<file path="src/rtl/mem_pkg.sv">
`default_nettype none
// ============================================================================
// Module  : mem_pkg
// Purpose : Shared types and helpers for the sub-word memory access path.
//           Holds the access-size encoding, the controller state encoding and
//           an access-error check that the core's exception logic also uses.
// Revision: 1.0 - initial release
// ============================================================================
package mem_pkg;

   // Access size as carried on req_size
   typedef enum logic [1:0] {
      SZ_BYTE = 2'b00,
      SZ_HALF = 2'b01,
      SZ_WORD = 2'b10,
      SZ_RSVD = 2'b11
   } size_t;

   // Controller states
   typedef enum logic [2:0] {
      IDLE = 3'd0,
      RD   = 3'd1,
      MRG  = 3'd2,
      WR   = 3'd3,
      ERR  = 3'd4
   } state_t;

   // Returns 1 when the request cannot be carried out: misaligned halfword or
   // word, reserved size, or a request that is both a load and a store.
   function automatic logic access_err(input logic       rd,
                                       input logic       wr,
                                       input size_t      size,
                                       input logic [1:0] addr_lo);
      logic e;
      e = 1'b0;
      case (size)
         SZ_BYTE: e = 1'b0;
         SZ_HALF: e = addr_lo[0];
         SZ_WORD: e = |addr_lo;
         default: e = 1'b1;
      endcase
      if (rd && wr) begin
         e = 1'b1;
      end
      return e;
   endfunction

endpackage
`default_nettype wire

</file>
<file path="src/rtl/mem_lane_align.sv">
`default_nettype none
// ============================================================================
// Module  : mem_lane_align
// Purpose : Combinational little-endian lane logic. Extracts and extends the
//           addressed byte/halfword of a memory word for loads, and merges
//           right-aligned store data into the addressed lane(s) for stores.
// Ports   : i_word       - word read from memory
//           i_addr_lo    - byte offset within the word
//           i_size       - access size
//           i_signed     - sign-extend the extracted value
//           i_store_data - right-aligned store data
//           o_load_data  - extended load result
//           o_merged     - word to write back
// Revision: 1.0 - initial release
// ============================================================================
module mem_lane_align
   import mem_pkg::*;
(
   input  logic [31:0] i_word,
   input  logic [1:0]  i_addr_lo,
   input  size_t       i_size,
   input  logic        i_signed,
   input  logic [31:0] i_store_data,
   output logic [31:0] o_load_data,
   output logic [31:0] o_merged
);

   logic [7:0]  w_byte;
   logic [15:0] w_half;

   always_comb begin
      w_byte      = i_word[{i_addr_lo, 3'b000} +: 8];
      w_half      = i_word[{i_addr_lo[1], 4'b0000} +: 16];
      o_load_data = i_word;
      o_merged    = i_word;
      case (i_size)
         SZ_BYTE: begin
            o_load_data = {{24{i_signed & w_byte[7]}}, w_byte};
            o_merged[{i_addr_lo, 3'b000} +: 8] = i_store_data[7:0];
         end
         SZ_HALF: begin
            o_load_data = {{16{i_signed & w_half[15]}}, w_half};
            o_merged[{i_addr_lo[1], 4'b0000} +: 16] = i_store_data[15:0];
         end
         default: begin
            // Word accesses pass straight through; the reserved size never
            // reaches a memory cycle, so its value here is irrelevant.
            o_load_data = i_word;
            o_merged    = i_store_data;
         end
      endcase
   end

endmodule
`default_nettype wire

</file>
<file path="src/rtl/mem_subword_ctrl.sv">
`default_nettype none
// ============================================================================
// Module  : mem_subword_ctrl
// Purpose : Bridges the core's byte/halfword/word load-store requests onto a
//           word-only data memory. Sub-word stores use read-modify-write,
//           loads are extracted and extended, errors respond without any
//           memory cycle. The core is held off by req_ready until done.
// Ports   : clock/reset         - clock, asynchronous active-low reset
//           req_*               - request handshake and fields from the core
//           resp_*              - one-cycle response pulse, data and error
//           dm_*                - word-granular data memory interface
// Revision: 1.0 - initial release
// ============================================================================
module mem_subword_ctrl
   import mem_pkg::*;
#(
   parameter int ADDR_W = 32,
   parameter int DATA_W = 32
) (
   input  logic              clock,
   input  logic              reset,
   input  logic              req_valid,
   output logic              req_ready,
   input  logic              req_read,
   input  logic              req_write,
   input  logic [1:0]        req_size,
   input  logic              req_signed,
   input  logic [ADDR_W-1:0] req_addr,
   input  logic [DATA_W-1:0] req_wdata,
   output logic              resp_valid,
   output logic [DATA_W-1:0] resp_rdata,
   output logic              resp_err,
   output logic [ADDR_W-1:0] dm_address,
   output logic              dm_readEnable,
   output logic              dm_writeEnable,
   output logic [DATA_W-1:0] dm_writeInput,
   input  logic [DATA_W-1:0] dm_readResult
);

   state_t              state_q, state_d;
   logic [ADDR_W-1:0]   addr_q, addr_d;
   size_t               size_q, size_d;
   logic                signed_q, signed_d;
   logic                write_q, write_d;
   logic [DATA_W-1:0]   wdata_q, wdata_d;
   logic [DATA_W-1:0]   rdata_q, rdata_d;
   logic                resp_valid_q, resp_valid_d;
   logic                resp_err_q, resp_err_d;

   logic                w_accept;
   logic                w_req_err;
   logic [DATA_W-1:0]   w_load_data;
   logic [DATA_W-1:0]   w_merged;

   // A valid request carrying neither read nor write is a bubble: not taken.
   assign w_accept  = (state_q == IDLE) && req_valid && (req_read || req_write);
   assign w_req_err = access_err(req_read, req_write, size_t'(req_size), req_addr[1:0]);

   mem_lane_align u_lane (
      .i_word       (dm_readResult),
      .i_addr_lo    (addr_q[1:0]),
      .i_size       (size_q),
      .i_signed     (signed_q),
      .i_store_data (wdata_q),
      .o_load_data  (w_load_data),
      .o_merged     (w_merged)
   );

   always_comb begin
      state_d      = state_q;
      addr_d       = addr_q;
      size_d       = size_q;
      signed_d     = signed_q;
      write_d      = write_q;
      wdata_d      = wdata_q;
      rdata_d      = rdata_q;
      resp_err_d   = resp_err_q;
      resp_valid_d = 1'b0;
      case (state_q)
         IDLE: begin
            if (w_accept) begin
               addr_d   = req_addr;
               size_d   = size_t'(req_size);
               signed_d = req_signed;
               write_d  = req_write;
               wdata_d  = req_wdata;
               if (w_req_err) begin
                  state_d = ERR;
               end else if (req_write && (req_size == SZ_WORD)) begin
                  state_d = WR;
               end else begin
                  state_d = RD;
               end
            end
         end
         RD: begin
            state_d = MRG;
         end
         MRG: begin
            if (write_q) begin
               // Merged word replaces the store data so WR drives it out.
               wdata_d = w_merged;
               state_d = WR;
            end else begin
               rdata_d      = w_load_data;
               resp_err_d   = 1'b0;
               resp_valid_d = 1'b1;
               state_d      = IDLE;
            end
         end
         WR: begin
            rdata_d      = '0;
            resp_err_d   = 1'b0;
            resp_valid_d = 1'b1;
            state_d      = IDLE;
         end
         ERR: begin
            rdata_d      = '0;
            resp_err_d   = 1'b1;
            resp_valid_d = 1'b1;
            state_d      = IDLE;
         end
         default: begin
            state_d = IDLE;
         end
      endcase
   end

   always_ff @(posedge clock or negedge reset) begin
      if (!reset) begin
         state_q      <= IDLE;
         addr_q       <= '0;
         size_q       <= SZ_BYTE;
         signed_q     <= 1'b0;
         write_q      <= 1'b0;
         wdata_q      <= '0;
         rdata_q      <= '0;
         resp_valid_q <= 1'b0;
         resp_err_q   <= 1'b0;
      end else begin
         state_q      <= state_d;
         addr_q       <= addr_d;
         size_q       <= size_d;
         signed_q     <= signed_d;
         write_q      <= write_d;
         wdata_q      <= wdata_d;
         rdata_q      <= rdata_d;
         resp_valid_q <= resp_valid_d;
         resp_err_q   <= resp_err_d;
      end
   end

   // Strobes decode straight from the state register so that reset drops
   // them without waiting for a clock edge.
   assign req_ready      = (state_q == IDLE);
   assign dm_readEnable  = (state_q == RD);
   assign dm_writeEnable = (state_q == WR);
   assign dm_writeInput  = wdata_q;
   assign dm_address     = {addr_q[ADDR_W-1:2], 2'b00};
   assign resp_valid     = resp_valid_q;
   assign resp_rdata     = rdata_q;
   assign resp_err       = resp_err_q;

endmodule
`default_nettype wire

</file>
<file path="config.mk">
export PLATFORM = sky130hd
export DESIGN_NAME = mem_subword_ctrl
export DESIGN_NICKNAME = d
export VERILOG_FILES = /design/src/rtl/mem_pkg.sv /design/src/rtl/mem_lane_align.sv /design/src/rtl/mem_subword_ctrl.sv
export SDC_FILE = /design/constraint.sdc
export NUM_CORES = 1
export LEC_CHECK = 0
export ABC_CLOCK_PERIOD_IN_PS = 3100
export BUFFER_PORTS_ARGS = -buffer_cell sky130_fd_sc_hd__buf_2
export CAP_MARGIN = 20
export CORE_MARGIN = 5
export CORE_UTILIZATION = 38
export DETAILED_ROUTE_END_ITERATION = 8
export MAX_ROUTING_LAYER = met4
export SLEW_MARGIN = 20
export SYNTH_ARGS = -nofsm -noshare
export SYNTH_HDL_FRONTEND = slang
export SYNTH_SLANG_ARGS = --single-unit
export TNS_END_PERCENT = 5
</file>
<file path="constraint.sdc">
create_clock -name clock -period 3.1 [get_ports clock]
set_input_delay 0.465 -clock clock [delete_from_list [all_inputs] [get_ports clock]]
set_output_delay 0.465 -clock clock [all_outputs]
set_load 0.02 [all_outputs]
</file>
==> key figures, run 1 <==
Floorplan
  • Die Y-Extent: 133 um
  • Cell Rows: 44
  • Io pins: 205
  • Initial core utilization: around 40%
  • Die width: 133 um
  • Core box area: 14600 um2
  • Die area: roughly 18000 um2

Clock tree
  • Clk buf depth: 2
  • Post-CTS setup buffers: 0
  • Post_cts resized: 0
  • Clock Pin Slew Worst Setup and Hold Paths: approximately 0.070 ns
  • TritonCTS clock tree: yes
  • Root Buffer: clkbuf_16
  • H-tree depth: 3
  • Clk Latency, worst-skew pair: 0.36 ns
  • CTS buffer count: 9
  • Hold_buf cts: 0
  • Sink Count: roughly 110

Routing
  • Antenna viol nets, final: 0
  • DRC Markers: 0
  • Drt wl/cell: between 20 and 25 um
  • Vias per inst: about 5.8
  • Iteration-0 DRC Markers: a little over 400
  • Vias: 4965
  • TritonRoute pass-1 iters: 5
  • Final WL: 18600 um

Yosys
  • Mean Syn Cell Area: 11.0 um2
  • Seq/Total Area, Yosys: a little under half
  • EDFF count, synth: 0
  • Mapped cell area: roughly 5700 um2
  • FFs w/ async S/R, synth: between 90% and 100%
  • Post-synthesis cell type count: 52
  • Synth Instances: around 520
  • #FFs+latches synth: 105
  • Ys flop type: dfrtp_1
  • Synthesis Warnings: 0

Status
  • Outcome: finished, final reports clean

Power
  • Static Leak: 3.25 nW
  • Worst VDD drop: slightly below 600 uV
  • Power per cell area: around 1100 nW/um2

Timing
  • # setup viols final: 0
  • Max Fclk: between 0.3 and 0.4 GHz
  • Setup TNS: 0 ns
  • Worst Skew: between 0.01 and 0.015 ns
  • Crit share post-route: ~82%
  • Minimum clock period: approximately 2.5 ns
  • Fin. Hold Viols: 0
  • Worst-Margin Slew: around 1.1 ns
  • Final max-slew violation count: 0
  • Unrepaired setup endpoints after global routing: no
  • Worst slew margin: between 20% and 30%

Final layout
  • Layout cells sized above 1: between 40% and 50%
  • Nets@finish: 776
  • Area Growth Syn to Fin: 21.5%
  • Final core occ: roughly 47%

Global route
  • Vias in the first global route: 5000
  • Largest net degree at the start of global routing: between 50 and 60
  • GRT Total Usage: 21.2%
  • Initial antenna violation count: 1
  • Remaining Overflow, GRT: 0
  • Global-route wire length before repair: about 28000 um

Place
  • GPL Wtd Cong: slightly above 0.9
  • IO buf count: roughly 200
  • Detailed placement HPWL: roughly 14000 um

Worst setup path
  • Crit Path Category: reg -> reg
  • Worst EP arrival: roughly 2.8 ns
  • CP endpoint kind: flip-flop
  • Crit path launch type: flip-flop
  • Required time of the worst setup path: roughly 3.4 ns
  • Worst-path fanout max: 10

Flow run
  • Max cap viols: 0

Min path
  • Worst Hold Class: in -> async
-- metrics by stage --
stage               instance area (um2)  cells  power, mW  hold WS, ns  setup slack [ns]
floorplan                          5710    518       5.49        0.169             0.811
global placement                   6590    840       6.38        0.468             0.393
detailed placement                 6600    840       6.47        0.474             0.631
CTS                                6930    856       7.75        0.192             0.614
global route                       6940    857       8.18        0.235             0.381
finish                             6940    857       7.72        0.174             0.559
-- final cells by class --
type | count | area (um2)
Clock inverter | 5 | 77.6
Antenna cell | 1 | 2.50
Fill cell | 1361 | 7710
Sequential cell | 105 | 2630
Inverter | 9 | 33.8
Timing Repair Buffer | 214 | 1120
Tap cell | 184 | 230
Multi-Input combinational cell | 328 | 2590
Clock buffer | 11 | 253
-- critical path, stage by stage (launching register included) --
cell,delay [ns]
dfrtp_1,0.60
inv_1,0.19
ha_1,0.35
nor4bb_2,0.78
a221o_1,0.28
a22oi_1,0.07
o21ai_0,0.17
-- layer usage --
| metal | up-vias | track usage (%) | part of all wire, % |
|---|---|---|---|
| li1 | 2233 | - | - |
| met1 | 2413 | 26.7 | 41 |
| met2 | 283 | 32.8 | 47 |
| met3 | 36 | 6.34 | 8.7 |
| met4 | 0 | 7.33 | 3.5 |
| met5 | - | - | 0 |
-- flip-flops by register name, indices dropped and copies added, names as in the netlist --
signal         cells
size_q             2
resp_rdata        32
signed_q           1
state_q            3
resp_err           1
write_q            1
dm_writeInput     32
addr_q            32
resp_valid         1
-- worst paths after layout --
check                             startpoint           endpoint  slack, ns  cells after the start
min                                    reset     resp_rdata[16]       0.17                      1
max                                addr_q[1]  dm_writeInput[23]       0.56                      6
max in group asynchronous              reset         addr_q[23]       2.13                      2
min reg2reg                dm_writeInput[16]  dm_writeInput[16]       0.49                      2
min in group clock              req_addr[10]         addr_q[10]       0.34                      2
max reg2reg                        addr_q[1]  dm_writeInput[23]       0.56                      6
-- where the power goes --
part | internal (mW) | switching [mW]
logic | 1.53 | 2.33
clock network | 0.750 | 0.520
registers | 2.01 | 0.578
-- cell usage after synthesis (2+ instances only) --
master	instances	share of area, %
ha_1	5	1.1
a221oi_1	10	1.5
buf_4	39	5.1
buf_2	15	1.3
o31ai_1	8	1.1
a21oi_1	42	3.7
buf_6	3	0.59
mux2_2	41	8.1
nand4_1	9	0.99
a221o_1	24	4.2
a22o_1	10	1.5
inv_1	9	0.59
o21ai_0	38	3.3
nor3_1	6	0.53
buf_1	6	0.39
nor2_1	9	0.59
nor2b_1	4	0.44
nand2_1	18	1.2
clkbuf_1	13	0.85
mux2i_1	23	4.0
nor4bb_1	2	0.35
a211oi_4	2	0.70
a22oi_1	8	1.1
o32ai_1	7	1.1
and3b_1	2	0.31
o2bb2ai_1	25	3.8
nor3b_1	2	0.26
dfrtp_1	105	46
a2bb2oi_1	8	1.2
nand3_1	2	0.18
-- cells by family (layout without fill, tap and decap cells) --
logic type               Yosys count  count (layout)  share of synthesized area, %
AO/OA/AOI/OAI                    190             190                          24.4
flip-flops                       105             105                          46.0
buffers and inverters             85             239                          8.88
AND/OR/NAND/NOR                   67              67                          7.37
multiplexers                      64              64                          12.1
adder cells (fa/ha/maj)            5               5                          1.10
other                              1               3                        0.0657
-- layout by cell type (no fill, tap or decap), types with 4 or more instances in the layout --
master	instances
buf_2	201
dfrtp_1	105
mux2_2	41
a21oi_1	41
o21ai_0	38
o2bb2ai_1	25
a221o_1	24
mux2i_1	23
nand2_1	18
buf_4	12
a22o_1	10
a221oi_1	10
inv_1	9
nor2_1	9
nand4_1	9
clkbuf_16	9
a2bb2oi_1	8
a22oi_1	8
o31ai_1	8
o32ai_1	7
nor3_1	6
ha_1	5
nor2b_1	4
(Power assumes the default switching activity.)
==> run 2, diff against run 1 <==
--- a/config.mk
+++ b/config.mk
@@ -5,13 +5,15 @@
 export SDC_FILE = /design/constraint.sdc
 export NUM_CORES = 1
 export LEC_CHECK = 0
-export ABC_CLOCK_PERIOD_IN_PS = 3100
+export ABC_AREA = 1
+export ABC_CLOCK_PERIOD_IN_PS = 2110
 export BUFFER_PORTS_ARGS = -buffer_cell sky130_fd_sc_hd__buf_2
 export CAP_MARGIN = 20
 export CORE_MARGIN = 5
 export CORE_UTILIZATION = 38
 export DETAILED_ROUTE_END_ITERATION = 8
 export MAX_ROUTING_LAYER = met4
+export PLACE_DENSITY = 0.65
 export SLEW_MARGIN = 20
 export SYNTH_ARGS = -nofsm -noshare
 export SYNTH_HDL_FRONTEND = slang
==> constraint.sdc (replaced) <==
create_clock -name clock -period 2.11 [get_ports clock]
set_input_delay 0.3165 -clock clock [delete_from_list [all_inputs] [get_ports clock]]
set_output_delay 0.3165 -clock clock [all_outputs]
set_load 0.02 [all_outputs]
==> key figures, run 2 <==
Worst setup path
  • Worst-path fanout max: 35
  • Most frequent CP cell: nand2_1
  • Worst EP arrival: about 2.1 ns
  • Crit Path Category: reg -> reg
  • Crit path launch type: flip-flop
  • Worst path max stage delay: between 0.3 and 0.4 ns
  • Slowest CP cell: dfrtp_1
  • Critical path cell sequence: buf_4 > ha_2 > nand2_1 > o22ai_1 > nand2_1 > nand3_1 > nand2_1 > nand2_1
  • Required time of the worst setup path: around 2.4 ns
  • CP endpoint kind: flip-flop

Yosys
  • FFs w/ async S/R, synth: 100%
  • Mean Syn Cell Area: between 6 and 7 um2
  • Largest family of logic cells by synthesized area: simple AND/OR/NAND/NOR gates
  • #FFs+latches synth: ~110
  • Mapped cell area: about 6300 um2
  • XOR/XNOR Fraction of Synth Area: 0%
  • Synth Area in Adders: less than 1%
  • Post-synthesis cell type count: 32
  • Synth Area in Compound Gates: a little under an eighth
  • EDFF count, synth: 0
  • Seq/Total Area, Yosys: between 40% and 50%
  • Synth top area cells: dfrtp_1, nand2_1, o21ai_0
  • Cell taking the most area after synthesis: dfrtp_1
  • Dominant cell by count in the synthesized netlist: nand2_1
  • Post-synthesis mux area share: 0%
  • Synth Instances: 908
  • Synthesis Warnings: 0
  • Post-Synth Simple-Gate Area: 32.8%
  • Top cells by count, synth: nand2_1, dfrtp_1, inv_1
  • Ys flop type: dfrtp_1
  • Post-synth top area share: between 40% and 50%

Clock tree
  • Clk buf depth: 2
  • H-tree depth: 3
  • Root Buffer: clkbuf_16
  • Clock Pin Slew Worst Setup and Hold Paths: roughly 0.07 ns
  • TritonCTS clock tree: yes
  • Post-CTS setup buffers: 0
  • Sink Count: 105
  • CTS buffer count: 9
  • Clk Latency, worst-skew pair: between 0.3 and 0.4 ns

Floorplan
  • Cell Rows: between 40 and 50
  • Die width: approximately 140 um
  • Core box area: ~16000 um2
  • Die area: slightly below 20000 um2
  • Die Y-Extent: around 140 um
  • Initial core utilization: 38.5%
  • Io pins: between 200 and 250

Place
  • Detailed placement HPWL: roughly 15000 um
  • IO buf count: 202
  • GPL Wtd Cong: ~0.99

Timing
  • Unrepaired setup endpoints after global routing: no
  • Worst-Margin Slew: ~0.74 ns
  • Crit share post-route: between 80 and 90%
  • Final max-slew violation count: 0
  • # setup viols final: 0
  • Max Fclk: approximately 0.55 GHz
  • Worst slew margin: between 50% and 60%
  • Fin. Hold Viols: 0
  • Worst Skew: around 0.006 ns
  • Minimum clock period: 1.82 ns
  • Setup TNS: 0 ns
  • Hold Worst Slack: ~0.16 ns

Routing
  • Vias: around 6200
  • Drt wl/cell: ~15 um
  • Vias per inst: around 4.8
  • TritonRoute pass-1 iters: 5
  • DRC Markers: 0
  • Iteration-0 DRC Markers: 480
  • Antenna viol nets, final: 0
  • Final WL: between 20000 and 25000 um

Final layout
  • Commonest non-fill, non-tap cell in the layout: nand2_1
  • Layout cells sized above 1: 24.9%
  • Nets@finish: 1172
  • Fill count: ~1700
  • Area Growth Syn to Fin: 21.3%
  • Commonest non-fill, non-tap cells in the layout: nand2_1, buf_2, dfrtp_1, inv_1, o21ai_0

Power
  • Static Leak: approximately 4.3 nW
  • Worst VDD drop: around 700 uV
  • Power per cell area: around 1500 nW/um2

Global route
  • Largest net degree at the start of global routing: 74
  • GRT Total Usage: about a fifth
  • Initial antenna violation count: 8
  • Remaining Overflow, GRT: 0
  • Global-route wire length before repair: approximately 32000 um
  • Vias in the first global route: 5947

Status
  • Outcome: finished, final reports clean

Min path
  • Worst Hold Class: in -> reg

Flow run
  • Max cap viols: 0
## run 2: power by group
part	total (mW)	switching, mW	leakage, nW	internal, mW
sequential	3.53	0.635	1.34	2.90
clock	2.01	0.779	0.173	1.23
combinational	6.10	4.17	2.80	1.93
## run 2: worst max-delay path: cells and delay by family, from the launching register on
family	cells	cell delay, ns
compound gates	1	0.23
simple gates	5	0.48
buf+inv	1	0.32
flops	1	0.38
fa+ha+maj	1	0.35
## run 2: cell type report
cell class	count	area, um2	share of cell area [%]
Antenna cell	8	20.0	0.260
Clock buffer	12	256	3.33
Clock inverter	4	98.8	1.28
Inverter	91	344	4.47
Multi-Input combinational cell	638	2910	37.8
Sequential cell	105	2630	34.2
Tap cell	220	275	3.58
Timing Repair Buffer	218	1160	15.1
## run 2: metrics by stage
step                utilization, %  power [mW]  worst slack, ns  cell area, um2  cells
CTS                           46.6        11.7            0.243            7670   1288
global placement              44.4        9.63            0.328            7310   1271
floorplan                        -        8.19            0.369            6350    909
finish                        46.7        11.6            0.286            7690   1296
global route                  46.7        12.6           0.0355            7690   1296
detailed placement            44.4        9.67            0.289            7310   1271
## run 2: per-layer routing
metal | up-vias | share of wire, % | track usage [%]
met5 | - | 0 | -
met4 | 0 | 2.6 | 8.08
met3 | 27 | 8.9 | 6.10
met2 | 263 | 46 | 32.3
met1 | 2814 | 43 | 27.3
li1 | 3135 | - | -
## run 2: kinds of logic (layout without fill, tap and decap cells)
logic type	count (synthesis)	after routing
DFF	105	105
adders and majority gates	5	5
buffers and inverters	166	325
other	1	10
and+or+nand+nor	496	496
AOI/OAI and AO/OA	135	135
## run 2: path summary, 6_finish.rpt
check,endpoint,slack (ns),startpoint,depth (start not counted)
setup / recovery,dm_writeInput[25],0.29,addr_q[1],8
hold / removal,addr_q[17],0.16,req_addr[17],3
setup reg to reg,dm_writeInput[25],0.29,addr_q[1],8
hold reg to reg,dm_writeInput[19],0.48,dm_writeInput[19],2
max in group asynchronous,state_q[2],1.11,reset,3
min in group asynchronous,resp_rdata[21],0.39,reset,2
## run 2: what timing repair did
item                                   CTS  global route
gates resized for setup                  0             1
endpoints found under the hold margin   19             0
setup endpoints to repair                0             1
hold buffers                             1             0
